File: src/rtl/uart_pkg.sv
// uart_pkg: shared definitions for the UART transmitter with input FIFO.
//   tx_state_t  - transmit FSM state encoding
//   PARITY_*    - legal values of the PARITY parameter
package uart_pkg;

    typedef enum logic [2:0] {
        ST_IDLE  = 3'd0,
        ST_START = 3'd1,
        ST_DATA  = 3'd2,
        ST_PAR   = 3'd3,
        ST_STOP  = 3'd4
    } tx_state_t;

    localparam int PARITY_NONE = 0;
    localparam int PARITY_EVEN = 1;
    localparam int PARITY_ODD  = 2;

endpackage

File: src/rtl/sync_fifo.sv
// sync_fifo: single-clock FIFO, WIDTH x DEPTH (DEPTH a power of two).
//   clk, reset   - clock, asynchronous active-high reset (clears pointers only)
//   i_wr_en      - push request, accepted when the registered full flag is low
//   i_wr_data    - data to push
//   i_rd_en      - pop request, honoured when the registered empty flag is low
//   o_rd_data    - head entry (valid while o_empty is low)
//   o_full       - DEPTH entries held
//   o_empty      - no entries held
//   o_count      - number of entries held
//   o_wr_reject  - push attempted while full (data discarded)
module sync_fifo #(
    parameter int WIDTH = 8,
    parameter int DEPTH = 8,
    localparam int AW = $clog2(DEPTH),
    localparam int CW = AW + 1
) (
    input  logic             clk,
    input  logic             reset,
    input  logic             i_wr_en,
    input  logic [WIDTH-1:0] i_wr_data,
    input  logic             i_rd_en,
    output logic [WIDTH-1:0] o_rd_data,
    output logic             o_full,
    output logic             o_empty,
    output logic [CW-1:0]    o_count,
    output logic             o_wr_reject
);
    logic [WIDTH-1:0] r_mem [DEPTH];
    logic [AW-1:0]    r_wr_ptr;
    logic [AW-1:0]    r_rd_ptr;
    logic [CW-1:0]    r_count;
    logic             r_full;
    logic             r_empty;
    logic             w_push;
    logic             w_pop;
    logic [CW-1:0]    w_count_next;

    assign w_push = i_wr_en && !r_full;
    assign w_pop  = i_rd_en && !r_empty;

    always_comb begin
        w_count_next = r_count;
        if (w_push && !w_pop) begin
            w_count_next = r_count + CW'(1);
        end else if (w_pop && !w_push) begin
            w_count_next = r_count - CW'(1);
        end
    end

    // Pointers wrap naturally because DEPTH is a power of two.
    always_ff @(posedge clk or posedge reset) begin
        if (reset) begin
            r_wr_ptr <= '0;
            r_rd_ptr <= '0;
            r_count  <= '0;
            r_full   <= 1'b0;
            r_empty  <= 1'b1;
        end else begin
            if (w_push) begin
                r_wr_ptr <= r_wr_ptr + AW'(1);
            end
            if (w_pop) begin
                r_rd_ptr <= r_rd_ptr + AW'(1);
            end
            r_count <= w_count_next;
            r_full  <= (w_count_next == CW'(DEPTH));
            r_empty <= (w_count_next == '0);
        end
    end

    // Storage is never reset; only the pointers define its contents.
    always_ff @(posedge clk) begin
        if (w_push) begin
            r_mem[r_wr_ptr] <= i_wr_data;
        end
    end

    assign o_rd_data   = r_mem[r_rd_ptr];
    assign o_full      = r_full;
    assign o_empty     = r_empty;
    assign o_count     = r_count;
    assign o_wr_reject = i_wr_en && r_full;

endmodule

File: src/rtl/uart_tx_fifo.sv
// uart_tx_fifo: UART transmitter fed by a FIFO.
//   clk, reset - clock, asynchronous active-high reset
//   wr_en      - push wr_data into the FIFO
//   wr_data    - DATA_BITS-wide character to send
//   ovf_clr    - clears the sticky overflow flag (a simultaneous overflow wins)
//   full/empty/count - FIFO status
//   busy       - transmitter FSM not idle
//   overflow   - sticky: a push was attempted while full
//   tx_done    - one-cycle pulse coinciding with the last stop-bit clock on txd
//   txd        - serial output, idle high, driven from a flop
module uart_tx_fifo
    import uart_pkg::*;
#(
    parameter int DATA_BITS = 8,
    parameter int DEPTH     = 8,
    parameter int PARITY    = 0,
    parameter int STOP_BITS = 1,
    parameter int DIV       = 5208,
    localparam int CW = $clog2(DEPTH) + 1
) (
    input  logic                 clk,
    input  logic                 reset,
    input  logic                 wr_en,
    input  logic [DATA_BITS-1:0] wr_data,
    input  logic                 ovf_clr,
    output logic                 full,
    output logic                 empty,
    output logic [CW-1:0]        count,
    output logic                 busy,
    output logic                 overflow,
    output logic                 tx_done,
    output logic                 txd
);
    localparam int   BW        = $clog2(DIV);
    localparam int   IW        = $clog2(DATA_BITS);
    localparam logic STOP_LAST = (STOP_BITS == 2);

    tx_state_t            r_state;
    logic [BW-1:0]        r_baud;
    logic [IW-1:0]        r_bit_idx;
    logic                 r_stop_idx;
    logic [DATA_BITS-1:0] r_shift;
    logic                 r_par_bit;
    logic                 r_txd;
    logic                 r_busy;
    logic                 r_tx_done;
    logic                 r_overflow;

    logic [DATA_BITS-1:0] w_head;
    logic                 w_empty;
    logic                 w_wr_reject;
    logic                 w_pop;
    logic                 w_bit_end;
    logic                 w_head_par;
    logic                 w_txd_next;

    assign w_pop      = (r_state == ST_IDLE) && !w_empty;
    assign w_bit_end  = (r_baud == '0);
    assign w_head_par = (PARITY == PARITY_ODD) ? ~(^w_head) : (^w_head);

    sync_fifo #(
        .WIDTH (DATA_BITS),
        .DEPTH (DEPTH)
    ) u_fifo (
        .clk         (clk),
        .reset       (reset),
        .i_wr_en     (wr_en),
        .i_wr_data   (wr_data),
        .i_rd_en     (w_pop),
        .o_rd_data   (w_head),
        .o_full      (full),
        .o_empty     (w_empty),
        .o_count     (count),
        .o_wr_reject (w_wr_reject)
    );

    // Set has priority over clear so an overflow is never lost.
    always_ff @(posedge clk or posedge reset) begin
        if (reset) begin
            r_overflow <= 1'b0;
        end else if (w_wr_reject) begin
            r_overflow <= 1'b1;
        end else if (ovf_clr) begin
            r_overflow <= 1'b0;
        end
    end

    // Line level for the current state; registered below, so txd trails the
    // state by one clock and each bit still lasts exactly DIV clocks.
    always_comb begin
        w_txd_next = 1'b1;
        case (r_state)
            ST_START: w_txd_next = 1'b0;
            ST_DATA:  w_txd_next = r_shift[0];
            ST_PAR:   w_txd_next = r_par_bit;
            default:  w_txd_next = 1'b1;
        endcase
    end

    always_ff @(posedge clk or posedge reset) begin
        if (reset) begin
            r_state    <= ST_IDLE;
            r_baud     <= '0;
            r_bit_idx  <= '0;
            r_stop_idx <= 1'b0;
            r_shift    <= '0;
            r_par_bit  <= 1'b0;
            r_txd      <= 1'b1;
            r_busy     <= 1'b0;
            r_tx_done  <= 1'b0;
        end else begin
            r_tx_done <= 1'b0;
            r_txd     <= w_txd_next;
            case (r_state)
                ST_IDLE: begin
                    if (w_pop) begin
                        r_shift   <= w_head;
                        r_par_bit <= w_head_par;
                        r_baud    <= BW'(DIV - 1);
                        r_state   <= ST_START;
                        r_busy    <= 1'b1;
                    end
                end
                ST_START: begin
                    if (w_bit_end) begin
                        r_baud    <= BW'(DIV - 1);
                        r_bit_idx <= '0;
                        r_state   <= ST_DATA;
                    end else begin
                        r_baud <= r_baud - BW'(1);
                    end
                end
                ST_DATA: begin
                    if (w_bit_end) begin
                        r_baud  <= BW'(DIV - 1);
                        r_shift <= r_shift >> 1;
                        if (r_bit_idx == IW'(DATA_BITS - 1)) begin
                            r_bit_idx  <= '0;
                            r_stop_idx <= 1'b0;
                            r_state    <= (PARITY != PARITY_NONE) ? ST_PAR : ST_STOP;
                        end else begin
                            r_bit_idx <= r_bit_idx + IW'(1);
                        end
                    end else begin
                        r_baud <= r_baud - BW'(1);
                    end
                end
                ST_PAR: begin
                    if (w_bit_end) begin
                        r_baud     <= BW'(DIV - 1);
                        r_stop_idx <= 1'b0;
                        r_state    <= ST_STOP;
                    end else begin
                        r_baud <= r_baud - BW'(1);
                    end
                end
                ST_STOP: begin
                    if (w_bit_end) begin
                        if (r_stop_idx == STOP_LAST) begin
                            r_stop_idx <= 1'b0;
                            r_state    <= ST_IDLE;
                            r_busy     <= 1'b0;
                            r_tx_done  <= 1'b1;
                        end else begin
                            r_stop_idx <= 1'b1;
                            r_baud     <= BW'(DIV - 1);
                        end
                    end else begin
                        r_baud <= r_baud - BW'(1);
                    end
                end
                default: begin
                    r_state <= ST_IDLE;
                    r_busy  <= 1'b0;
                end
            endcase
        end
    end

    assign empty    = w_empty;
    assign busy     = r_busy;
    assign overflow = r_overflow;
    assign tx_done  = r_tx_done;
    assign txd      = r_txd;

endmodule

File: config.mk
export PLATFORM = sky130hd
export DESIGN_NAME = uart_tx_fifo
export DESIGN_NICKNAME = d
export VERILOG_FILES = /design/src/rtl/uart_pkg.sv /design/src/rtl/sync_fifo.sv /design/src/rtl/uart_tx_fifo.sv
export SDC_FILE = /design/constraint.sdc
export NUM_CORES = 1
export LEC_CHECK = 0
export BUFFER_PORTS_ARGS = -buffer_cell sky130_fd_sc_hd__buf_2
export CAP_MARGIN = 20
export CORE_AREA = 4 4 114 116
export CTS_BUF_LIST = sky130_fd_sc_hd__clkbuf_16
export DETAILED_ROUTE_END_ITERATION = 10
export DIE_AREA = 0 0 118 120
export GPL_TIMING_DRIVEN = 0
export PLACE_DENSITY = 0.62
export SLEW_MARGIN = 20
export SYNTH_ARGS = -nofsm -noshare
export SYNTH_HDL_FRONTEND = slang
export SYNTH_SLANG_ARGS = --single-unit
File: constraint.sdc
create_clock -name clk -period 3.9 [get_ports clk]
set_clock_uncertainty 0.05 [all_clocks]
set_input_delay 0.195 -clock clk [delete_from_list [all_inputs] [get_ports clk]]
set_output_delay 0.195 -clock clk [all_outputs]
set_load 0.02 [all_outputs]
==> impl_metrics.yaml <==
setup_path:
  worstSetupEndpointType: "flip-flop"
  critical_path_class: "flip-flop to flip-flop"
  timing.rr.end: "r_shift[5]"
  crit_chain: "or3_1 -> nor4_4 -> and2_1 -> a21oi_1 -> buf_2 -> nand2_1 -> o21ai_0"
  worstPathArrival_ps: 2590
  rr_startpoint: "r_baud[2]"
  reg2reg_depth: 7
  slowest_stage: "or3_1"
  max_stage_delay_ps: 500
  cp_max_fo: 10
  r2r_setup_slack_ps: 1470
  crit_start: "r_baud[2]"
  startpoint_type: "flip-flop"
  cp.required_ps: 4060
cts:
  htreeDepth: 3
  clk_pin_slew_ps: 70
  cts_tree: "yes"
  cts_sinks: 108
  clk_latency_ps: 350
  postCtsSetupRepairBufs: 0
  clk_path_buf_depth: 2
  cts_root_buf: "clkbuf_16"
  cts_buffers: 9
final_layout:
  final_common_cell: "edfxtp_1"
  layout.nets: 413
  layout-drive-gt1-share: 0.176
  area_growth_pct: 15.3
  antenna_cells: 0
  post-route-util: 0.465
  final_cell_mix: "edfxtp_1, dfrtp_1, nand2_1"
placed_design:
  port_buffers: 21
  gp_routability_congestion: 0.788
  hpwl_mm: 6.08
timing:
  rsz0062_at_grt: "false"
  period_share: 0.622
  hold_violations: 0
  period_minus_slack_ps: 2430
  setup_viol: 0
  setup_tns_ps: 0
  tightest_slew_ps: 884
  fmax_mhz: 412
  worst_hold_slack_ps: 28.4
  finalMaxSlewViolations: 0
  slew_headroom: 0.408
floorplan:
  io_pins: 22
  rows: 40
  core_area_um2: 11900
  start_util: 0.404
  die_h_um: 120
  die_x_um: 118
  dieArea_um2: 14200
global_routing:
  track_usage: 0.131
  grt.overflow.total: 0
  grt_max_degree: 26
  grt_pass1_vias: 2762
  grt_pass1_wl_mm: 14.6
  antenna_found_initial: 0
worst_hold_path:
  hold_start: "wr_en"
  hold_path_class: "primary input to flip-flop"
  hold_depth: 3
  worst_hold_path.endpoint: "overflow"
detailed_routing:
  drc: 0
  wl_per_cell_um: 15.9
  wirelength_mm: 8.64
  ant_nets: 0
  num_vias: 2820
  avgViaCountPerCell: 5.17
  drt-initial-drc-count: 175
  firstDrtPassIters: 4
power:
  ir_worst_vdd_uv: 348
  p_leak_nw: 2.15
  power_mw: 3.95
  power_density_nw_per_um2: 713
synthesis:
  synth-xor-area-share: 0.0401
  synth_ff_type: "edfxtp_1"
  synth-async-reset-ratio: 0.407
  synth_top_family_by_area: "simple AND/OR/NAND/NOR gates"
  synth_fa_ha_area_frac: 0.0208
  yosys_warnings: 0
  netlist_area_um2: 4810
  synth_cell_types: 45
  synth_top_area_share: 0.400
  yosys.area_share.simple: 0.113
  synth-seq-cells: 108
  synth_top_area_cell: "edfxtp_1"
  ys_top_cells_by_area: "edfxtp_1, dfrtp_1, mux4_1, nand2_1, mux4_2"
  synth_compound_area_frac: 0.0689
  synth.area.mux_share: 0.104
  synthCells: 352
  seq_area_frac_synth: 0.629
  syn_nets: 372
  syn_area_per_cell_um2: 13.7
  synth_edf_count: 64
status:
  status: "complete, no violations"
flow_run:
  drv_cap: 0
## logic make-up (layout without fill, tap and decap cells)
family / Yosys count / in the layout
AOI/OAI and AO/OA: 55 / 55
xor gates and xnor gates: 22 / 22
adders and majority gates: 8 / 8
buffers and inverters: 23 / 69
DFF: 108 / 108
muxes: 26 / 26
and+or+nand+nor: 110 / 110
## final cells by class
| class | count | area [um2] |
|---|---|---|
| buffer | 15 | 87.6 |
| clock buffer | 9 | 225 |
| clock inverter | 7 | 97.6 |
| fill | 1076 | 6370 |
| inverter | 8 | 30.0 |
| multi-input combinational | 221 | 1700 |
| sequential | 108 | 3030 |
| tap | 147 | 184 |
| timing repair buffer | 30 | 198 |
## layer usage
| metal | GRT usage | share of wire |
|---|---|---|
| met3 | 0.0335 | 0.032 |
| met5 | 0 | 0 |
| met4 | 0.0374 | 0.012 |
| met2 | 0.209 | 0.49 |
| met1 | 0.177 | 0.46 |
## sequential cells by signal, summed over array words and instances (netlist names)
signal           flops
r_shift              8
u_fifo.r_rd_ptr      3
r_baud              13
busy                 1
u_fifo.o_empty       1
r_state              3
u_fifo.o_count       4
overflow             1
u_fifo.o_full        1
tx_done              1
u_fifo.r_wr_ptr      3
txd                  1
u_fifo.r_mem        64
r_par_bit            1
r_bit_idx            3
## report_power, final
part	internal [mW]	switching, mW
sequential	1.48	0.154
clock	0.521	0.437
combinational	0.635	0.725
## critical path: cells and delay by family, from the launching register on
family | cells | cell delay (ps)
AND/OR/NAND/NOR | 4 | 1340
buffers and inverters | 1 | 230
flip-flops | 1 | 410
AO/OA/AOI/OAI | 2 | 250
## cells in the mapped netlist (2+ instances only)
| cell | number |
|---|---|
| edfxtp_1 | 64 |
| dfrtp_1 | 42 |
| nand2_1 | 39 |
| nor2_1 | 31 |
| a21oi_1 | 20 |
| xnor2_1 | 15 |
| o21ai_0 | 14 |
| mux2i_1 | 10 |
| mux4_1 | 10 |
| ha_1 | 8 |
| inv_1 | 8 |
| nor2b_1 | 7 |
| xor2_1 | 7 |
| clkbuf_1 | 6 |
| mux4_2 | 6 |
| nor3_1 | 6 |
| nand3_1 | 5 |
| nor3b_1 | 5 |
| buf_2 | 4 |
| nand2b_1 | 4 |
| a22oi_1 | 3 |
| o2bb2ai_1 | 3 |
| or3_1 | 3 |
| a211oi_1 | 2 |
| a31oi_1 | 2 |
| and2_1 | 2 |
| clkbuf_2 | 2 |
| dfstp_2 | 2 |
| nor4_4 | 2 |
| o211ai_1 | 2 |
| o21bai_1 | 2 |
| o31ai_1 | 2 |
| or4_1 | 2 |
## how the worst max path moves through the flow
| stage | to | cells after the start |
|---|---|---|
| after CTS | r_shift[5] | 7 |
| after global routing | r_shift[4] | 8 |
| after global placement | u_fifo.r_mem[4][3] | 3 |
| after floorplan | u_fifo.o_full | 8 |
| final | r_shift[5] | 7 |
| after detailed placement | r_par_bit | 8 |
## per-stage QoR
| stage | setup slack [ps] | cell area, um2 | std cells |
|---|---|---|---|
| after floorplan | 1760 | 4810 | 352 |
| after global placement | 1120 | 5100 | 520 |
| after CTS | 1460 | 5540 | 545 |
| final | 1470 | 5540 | 545 |
| after detailed placement | 1480 | 5200 | 527 |
| after global routing | 1250 | 5540 | 545 |
## what timing repair did
action,4_1_cts,5_1_grt
resized for setup,0,0
hold buffers,2,0
setup endpoints to repair,0,0
endpoints found under the hold margin,24,0
(Power assumes the default switching activity.)
